<file path="src/rtl/booth4_seq_mult16_pkg.sv">
// Shared definitions for the radix-4 Booth multipliers: widths, FSM states, digit codes.
// The combinational Booth4/Wallace variant uses the same package.
package booth4_seq_mult16_pkg;

  localparam int OP_W     = 16;
  localparam int PP_W     = 18;
  localparam int N_DIGITS = 8;
  localparam int P_W      = 2 * OP_W;

  typedef enum logic [1:0] {
    IDLE = 2'b00,
    CALC = 2'b01,
    DONE = 2'b10
  } state_t;

  // The only two digits that select a doubled multiplicand.
  localparam logic [2:0] DIG_P2 = 3'b011;
  localparam logic [2:0] DIG_M2 = 3'b100;

  function automatic logic [P_W-1:0] sext_pp(input logic [PP_W-1:0] pp);
    return {{(P_W - PP_W){pp[PP_W-1]}}, pp};
  endfunction

endpackage

</file>
<file path="src/rtl/booth4_seq_mult16_pp_sel.sv">
// Radix-4 Booth partial-product selector: one 3-bit digit and the multiplicand in,
// an 18-bit signed partial product out. Purely combinational.
module booth4_pp_sel
  import booth4_seq_mult16_pkg::*;
(
  input  logic [2:0]      digit,
  input  logic [OP_W-1:0] a,
  output logic [PP_W-1:0] pp
);

  logic            neg;
  logic            one;
  logic            two;
  logic            zero;
  logic [PP_W-1:0] a_ext;
  logic [PP_W-1:0] mag;

  assign neg  = digit[2];
  assign one  = digit[1] ^ digit[0];
  assign two  = (digit == DIG_P2) | (digit == DIG_M2);
  assign zero = ~one & ~two;

  assign a_ext = {{(PP_W - OP_W){a[OP_W-1]}}, a};

  // 18 bits so that -2 * (-32768) = +65536 is representable.
  always_comb begin
    mag = '0;
    if (zero)     mag = '0;
    else if (two) mag = a_ext << 1;
    else          mag = a_ext;
  end

  assign pp = neg ? (~mag + 1'b1) : mag;

endmodule

</file>
<file path="src/rtl/booth4_seq_mult16.sv">
// Iterative radix-4 Booth 16x16 signed multiplier: one Booth digit per clock,
// 8 digit cycles, valid/ready on operand and product sides.
module booth4_seq_mult16
  import booth4_seq_mult16_pkg::*;
#(
  parameter int WIDTH = 16
) (
  input  logic               clk,
  input  logic               rst_n,
  input  logic               in_valid,
  output logic               in_ready,
  input  logic [WIDTH-1:0]   a,
  input  logic [WIDTH-1:0]   b,
  output logic               out_valid,
  input  logic               out_ready,
  output logic [2*WIDTH-1:0] p,
  output logic               busy
);

  state_t          state;
  state_t          state_nxt;
  logic [WIDTH-1:0] a_reg;
  logic [WIDTH:0]  b_ext;
  logic [2:0]      cnt;
  logic [4:0]      bit_idx;
  logic [2:0]      digit;
  logic [PP_W-1:0] pp;
  logic [P_W-1:0]  pp_shift;
  logic [P_W-1:0]  acc;
  logic [P_W-1:0]  acc_nxt;
  logic            last_digit;

  assign in_ready   = (state == IDLE) & rst_n;
  assign last_digit = (cnt == 3'(N_DIGITS - 1));

  assign bit_idx = {1'b0, cnt, 1'b0};
  assign digit   = b_ext[bit_idx +: 3];

  booth4_pp_sel u_pp_sel (
    .digit (digit),
    .a     (a_reg),
    .pp    (pp)
  );

  assign pp_shift = sext_pp(pp) << bit_idx;
  assign acc_nxt  = acc + pp_shift;

  always_ff @(posedge clk) begin
    if (!rst_n) state <= IDLE;
    else        state <= state_nxt;
  end

  always_comb begin
    state_nxt = state;
    unique case (state)
      IDLE:    if (in_valid)   state_nxt = CALC;
      CALC:    if (last_digit) state_nxt = DONE;
      DONE:    if (out_ready)  state_nxt = IDLE;
      default:                 state_nxt = IDLE;
    endcase
  end

  always_ff @(posedge clk) begin
    if (!rst_n) begin
      a_reg     <= '0;
      b_ext     <= '0;
      cnt       <= '0;
      acc       <= '0;
      p         <= '0;
      out_valid <= 1'b0;
      busy      <= 1'b0;
    end else begin
      busy <= (state_nxt != IDLE);
      unique case (state)
        IDLE: begin
          if (in_valid) begin
            a_reg <= a;
            b_ext <= {b, 1'b0};
            acc   <= '0;
            cnt   <= '0;
          end
        end
        CALC: begin
          acc <= acc_nxt;
          cnt <= cnt + 3'd1;
          // Product register is loaded straight from the final sum, not one cycle later.
          if (last_digit) begin
            p         <= acc_nxt;
            out_valid <= 1'b1;
          end
        end
        DONE: begin
          if (out_ready) out_valid <= 1'b0;
        end
        default: begin
          out_valid <= 1'b0;
        end
      endcase
    end
  end

endmodule
</file>
<file path="config.mk">
export PLATFORM = sky130hd
export DESIGN_NAME = booth4_seq_mult16
export DESIGN_NICKNAME = d
export VERILOG_FILES = /design/src/rtl/booth4_seq_mult16_pkg.sv /design/src/rtl/booth4_seq_mult16_pp_sel.sv /design/src/rtl/booth4_seq_mult16.sv
export SDC_FILE = /design/constraint.sdc
export NUM_CORES = 1
export LEC_CHECK = 0
export CORE_MARGIN = 2
export CORE_UTILIZATION = 25
export DETAILED_ROUTE_END_ITERATION = 16
export SETUP_SLACK_MARGIN = 0.4
export SYNTH_ARGS = -nofsm -noshare
export SYNTH_HDL_FRONTEND = slang
export SYNTH_HIERARCHICAL = 1
export SYNTH_SLANG_ARGS = --single-unit
</file>
<file path="constraint.sdc">
create_clock -name clk -period 6.3 [get_ports clk]
set_input_delay 0.945 -clock clk [delete_from_list [all_inputs] [get_ports clk]]
set_output_delay 0.945 -clock clk [all_outputs]
set_load 0.05 [all_outputs]
</file>
* Word level (Yosys, flattened, before mapping)
Cells that the tools add are included.
Word-level totals: flip-flop bits (word level) 103, input port bits 36, output and inout port bits 35, word-level logic and storage cells 50
Operators by class: add/subtract/negate cells 3, equal/unequal tests 8, shift operators 2, mux-type cells 14, bitwise operators 8, reductions and logical operators 7
Operators by type and width (number):
- one-hot mux 32 bit (2 select lines) | 1
- two-way mux 18 bit | 2
- adder 32 bit | 1
- two-way mux 32 bit | 1
- left shift 32 x 4 -> 32 bit | 1
- adder 18 x 1 -> 18 bit, second input constant | 1
- inverter 18 bit | 1
- indexed part select 17 x 5 -> 3 bit | 1
- two-way mux 16 bit | 1
- equality test 3 bit, second input constant | 2
- two-way mux 2 bit | 3
- inequality test 2 bit, second input constant | 3
- one-hot mux 2 bit (3 select lines) | 1
- one-hot mux 3 bit (2 select lines) | 1
- AND reduction 2 bit | 3
- nonzero test 2 bit | 2
- adder 3 x 1 -> 3 bit, second input constant | 1
- equality test 3 x 2 -> 1 bit, second input constant | 1
- two-way mux 3 bit | 1
- inverter 1 bit | 3
- one-hot mux 1 bit (3 select lines) | 1
- AND reduction 3 bit | 1
- bitwise AND 1 bit | 2
- equality test 2 x 1 -> 1 bit, second input constant | 1
- 5 further kinds | 6

* Logic depth before layout (Yosys ltp)
word-level depth 12, depth in mapped cells 36, mapped depth without buffers 31

* Modules after synthesis
The synthesis kept the hierarchy.
Modules (own cells, without submodules):
- booth4_seq_mult16 | instances 1, cells an instance 781, area each 6124.6 µm², sequential area each 2062.0 µm²
- booth4_pp_sel | instances 1, cells an instance 146, area each 895.9 µm², sequential area each 0.0 µm²

* Worst setup path before layout
Ideal clock, no wire load.
kind reg2reg, start register cnt[0], end register acc[31], setup time 0.095 ns, arrival time 6.385 ns, data required time 6.205 ns, setup slack -0.180 ns, cell stages (with the launch flop) 35, period minus slack after synthesis 6.480 ns, path through dfxtp_1 clkbuf_1 clkbuf_1 clkbuf_1 a31oi_1 o21ai_0 inv_1 ha_1 mux2_4 clkbuf_1 nand2_1 nand2_1 nand2_1 ha_1 clkbuf_1 inv_1 nor3_1 a32oi_1 or4_1 nand3_1 mux2_2 nor2_1 a21oi_1 nor2_1 a21oi_1 ha_1 a21o_1 o21bai_1 nor2b_1 nor3_2 a21o_1 nand3_2 nand3_1 or4b_1 o311ai_1
On the way: longest elaborated chain between the ends 12, elaborated cells between the ends (all ways) 16
RTL lines:
- start: declaration | RTL line booth4_seq_mult16.sv:24 | logic [2:0] cnt;
- start signal: assignment | RTL line booth4_seq_mult16.sv:85 | cnt <= cnt + 3'd1;
- indexed part select 17 x 5 -> 3 bit * | RTL line booth4_seq_mult16.sv:37 | assign digit = b_ext[bit_idx +: 3];
- net digit[0] | RTL line booth4_seq_mult16.sv:26 | logic [2:0] digit;
- equality test 3 x 2 -> 1 bit / equality test 3 bit (equally long branches) | RTL line booth4_seq_mult16_pp_sel.sv:20 | assign two = (digit == DIG_P2) | (digit == DIG_M2);
- OR 1 bit | RTL line booth4_seq_mult16_pp_sel.sv:20
- inverter 1 bit | RTL line booth4_seq_mult16_pp_sel.sv:21 | assign zero = ~one & ~two;
- bitwise AND 1 bit | RTL line booth4_seq_mult16_pp_sel.sv:21
- two-way mux 18 bit * | RTL line booth4_seq_mult16_pp_sel.sv:28 | if (zero) mag = '0;
- inverter 18 bit | RTL line booth4_seq_mult16_pp_sel.sv:33 | assign pp = neg ? (~mag + 1'b1) : mag;
- adder 18 x 1 -> 18 bit | RTL line booth4_seq_mult16_pp_sel.sv:33
- two-way mux 18 bit * | RTL line booth4_seq_mult16_pp_sel.sv:33
- net pp[14] | RTL line booth4_seq_mult16.sv:27 | logic [PP_W-1:0] pp;
- left shift 32 x 4 -> 32 bit * | RTL line booth4_seq_mult16.sv:45 | assign pp_shift = sext_pp(pp) << bit_idx;
- adder 32 bit * | RTL line booth4_seq_mult16.sv:46 | assign acc_nxt = acc + pp_shift;
- one-hot mux 32 bit (2 select lines) * | RTL line booth4_seq_mult16.sv:74 | unique case (state)
- end signal: assignment | RTL line booth4_seq_mult16.sv:84 | acc <= acc_nxt;
- end: declaration | RTL line booth4_seq_mult16.sv:29 | logic [P_W-1:0] acc;
Mark *: on every way through the listed nets, which the timed path passes. The rest lies on a longest branch. A chain may end at the register's enable or synchronous reset.

* Worst setup path in the final report
start register cnt[0], end register acc[31]
On the way: longest elaborated chain between the ends 12, elaborated cells between the ends (all ways) 16
RTL lines (RTL line):
- indexed part select 17 x 5 -> 3 bit * | booth4_seq_mult16.sv:37
- net digit[2] | booth4_seq_mult16.sv:26
- equality test 3 x 2 -> 1 bit / equality test 3 bit (equally long branches) | booth4_seq_mult16_pp_sel.sv:20
- OR 1 bit | booth4_seq_mult16_pp_sel.sv:20
- inverter 1 bit | booth4_seq_mult16_pp_sel.sv:21
- bitwise AND 1 bit | booth4_seq_mult16_pp_sel.sv:21
- two-way mux 18 bit | booth4_seq_mult16_pp_sel.sv:28
- inverter 18 bit | booth4_seq_mult16_pp_sel.sv:33
- adder 18 x 1 -> 18 bit | booth4_seq_mult16_pp_sel.sv:33
- two-way mux 18 bit * | booth4_seq_mult16_pp_sel.sv:33
- net pp[14] | booth4_seq_mult16.sv:27
- left shift 32 x 4 -> 32 bit * | booth4_seq_mult16.sv:45
- adder 32 bit * | booth4_seq_mult16.sv:46
- one-hot mux 32 bit (2 select lines) * | booth4_seq_mult16.sv:74
Marked as above.

==> flow_metrics.py <==
metrics = {
    "power": {
        "swShare": 0.313,
        "pwr-share-comb": 0.245,
        "power.internal_mw": 1.15,
        "power_density_nw_per_um2": 193,
        "vdd_drop_max_uv": 136,
        "clkPwrFrac": 0.341,
        "p_leak_nw": 3.16,
        "seq_power_share": 0.414,
        "power.switching_uw": 525,
    },
    "sta": {
        "finalSetupViolCount": 0,
        "max_freq_mhz": 178,
        "timing.final.ws_setup_ns": 0.675,
        "rsz0062_at_grt": "yes",
        "fin_tns_setup_ns": 0,
        "holdWs_ns": 0.455,
        "drv_slew": 0,
        "min_period_ns": 5.62,
        "slew_headroom": 0.242,
        "hold_viol": 0,
        "clock_skew_ns": 0.0115,
        "finalCritPeriodShare": 0.893,
        "tightestPinTransition_ns": 1.14,
    },
    "setup_path": {
        "criticalPathCategory": "reg -> reg",
        "r2r_setup_slack_ns": 0.68,
        "crit_required_ns": 6.55,
        "slowest_stage": "or4_4",
        "endpoint_kind": "register",
        "cpPeakStageDelay_ns": 0.56,
        "startpoint_type": "register",
        "cp_top_family": "simple AND/OR/NAND/NOR gates",
        "crit_buf_inv": 2,
        "cp_max_fo": 8,
        "arrival_ns": 5.87,
    },
    "logic_synthesis": {
        "synth_most_common_cell": "nand2_1",
        "ys_top_cells_by_area": "dfxtp_1, nand2_1, a21oi_1, ha_1, o21ai_0",
        "synth.ff_latch_count": 103,
        "synthFlopType": "dfxtp_1",
        "synth_edf_count": 0,
        "ys_types": 81,
        "yosys.area.top_type": "dfxtp_1",
        "synth-warning-count": 6,
        "syn_nets": 1002,
        "yosysTopAreaCellShare": 0.294,
        "async_flop_share": 0,
        "synth_area_sq_um": 7020,
        "synth_seq_area_share": 0.294,
        "syn-instance-count": 927,
        "avgSynthCellArea_sq_um": 7.57,
        "synthTopCellsByCount": "nand2_1, a21oi_1, dfxtp_1",
    },
    "clock_tree": {
        "clk_pin_slew_ns": 0.07,
        "insertion_delay_ns": 0.36,
        "cts_root_buf": "clkbuf_16",
        "cts.sinks": 103,
        "cts_tree": "built",
        "htree_levels": 3,
        "clock_path_buffers": 2,
        "cts_buffers": 9,
        "cts_hold_buf": 0,
    },
    "route": {
        "routed_wl_mm": 20.7,
        "viasPerCell": 4.98,
        "num_vias": 6765,
        "drt_iter0_drc": 425,
        "ant_nets": 0,
        "drc": 0,
        "wl_per_cell_um": 15.3,
        "first_pass_iters": 5,
    },
    "place": {
        "place_ws_ns": 0.0790,
        "dp_hpwl_mm": 15.4,
        "placement.io_buffers": 70,
        "gp_congestion": 0.928,
    },
    "floorplan": {
        "die_h_um": 172,
        "rows": 61,
        "core_sq_um": 27700,
        "die_x_um": 172,
        "ios": 71,
        "fp.dieArea_sq_um": 29400,
        "start_util": 0.253,
    },
    "global_routing": {
        "antenna_found_initial": 0,
        "track_usage": 0.140,
        "overflow": 0,
        "grt_max_degree": 79,
        "grt_pass1_wl_mm": 32.9,
        "grt_pass1_vias": 6344,
    },
    "cells_and_area": {
        "final_nets": 1050,
        "diodes": 0,
        "largest_registers": "acc x32, p x32",
        "syn2layout_area_growth_pct": 23.7,
        "fill_cells": 2949,
        "drive_above_1_share": 0.136,
    },
    "worst_hold_path": {
        "hold_path_class": "reg -> reg",
    },
    "run_status": {
        "status": "finished, final reports clean",
    },
    "flow_run": {
        "maxCapViolCount": 0,
    },
}
metal layers:
metal | vias to the layer above | track usage | share of wire
met5 | - | 0 | 0
li1 | 3412 | - | -
met3 | 33 | 0.0246 | 0.044
met2 | 183 | 0.236 | 0.48
met4 | 0 | 0.0442 | 0.020
met1 | 3137 | 0.180 | 0.46
path summary, 6_finish.rpt:
check               from  endpoint  cells after the start
hold reg to reg     p[6]      p[6]                      2
setup reg to reg  cnt[0]   acc[31]                     27
hold / removal      p[6]      p[6]                      2
setup / recovery  cnt[0]   acc[31]                     27
cells by family (layout without fill, tap and decap cells):
family | Yosys count | after routing | share of synthesized area
flip-flops | 103 | 103 | 0.294
adder cells (fa/ha/maj) | 39 | 39 | 0.0706
AO/OA/AOI/OAI | 281 | 281 | 0.258
XOR/XNOR | 33 | 33 | 0.0431
AND/OR/NAND/NOR | 350 | 350 | 0.220
buffers and inverters | 81 | 134 | 0.0462
multiplexers | 40 | 40 | 0.0690
power groups by stage:
stage,logic (mW),registers [mW],clock network (mW)
5_1_grt,0.448,0.699,0.611
3_3_place_gp,0.372,0.709,0
3_5_place_dp,0.372,0.709,0
2_1_floorplan,0.272,0.702,0
6_report,0.411,0.695,0.572
4_1_cts,0.376,0.695,0.588
cell usage in the layout, fill, tap and decap left out, drive strengths merged, types with 23 or more instances in the layout:
master | netlist | final
a21oi | 108 | 108
buf | 15 | 29
clkdlybuf4s50 | 0 | 70
dfxtp | 103 | 103
ha | 38 | 38
nand2 | 200 | 200
nand3 | 29 | 29
nor2 | 54 | 54
o21ai | 59 | 59
xnor2 | 23 | 23
cell type report:
class	instances	area (sq um)	share of cell area
inverters	19	71.3	0.00821
clock buffers	10	239	0.0275
well taps	378	473	0.0545
clock inverters	6	60.1	0.00691
flip-flops and latches	103	2070	0.238
repair buffers	99	918	0.106
multi-input cells	743	4860	0.559
per-stage QoR:
step	cell area, sq um	power (mW)	std cells	utilization
6_report	8690	1.68	1358	0.314
3_3_place_gp	8080	1.08	1331	0.292
3_5_place_dp	8080	1.08	1331	0.292
4_1_cts	8410	1.66	1350	0.304
5_1_grt	8690	1.76	1358	0.314
2_1_floorplan	7040	0.974	927	-
timing repair:
action                     CTS  global route
resized for setup            4            52
setup endpoints to repair   20            28
buffers inserted             3             8
pin swaps                    0            14
worst reg2reg max path: cells and delay by family, from the launching register on:
family                   cells  cell delay, ns
AO/OA/AOI/OAI                7            0.96
adder cells (fa/ha/maj)      2            0.56
buffers and inverters        2            0.19
flip-flops                   1            0.41
multiplexers                 4            1.23
AND/OR/NAND/NOR             12            2.18
Power figures use the tool's default switching activity.
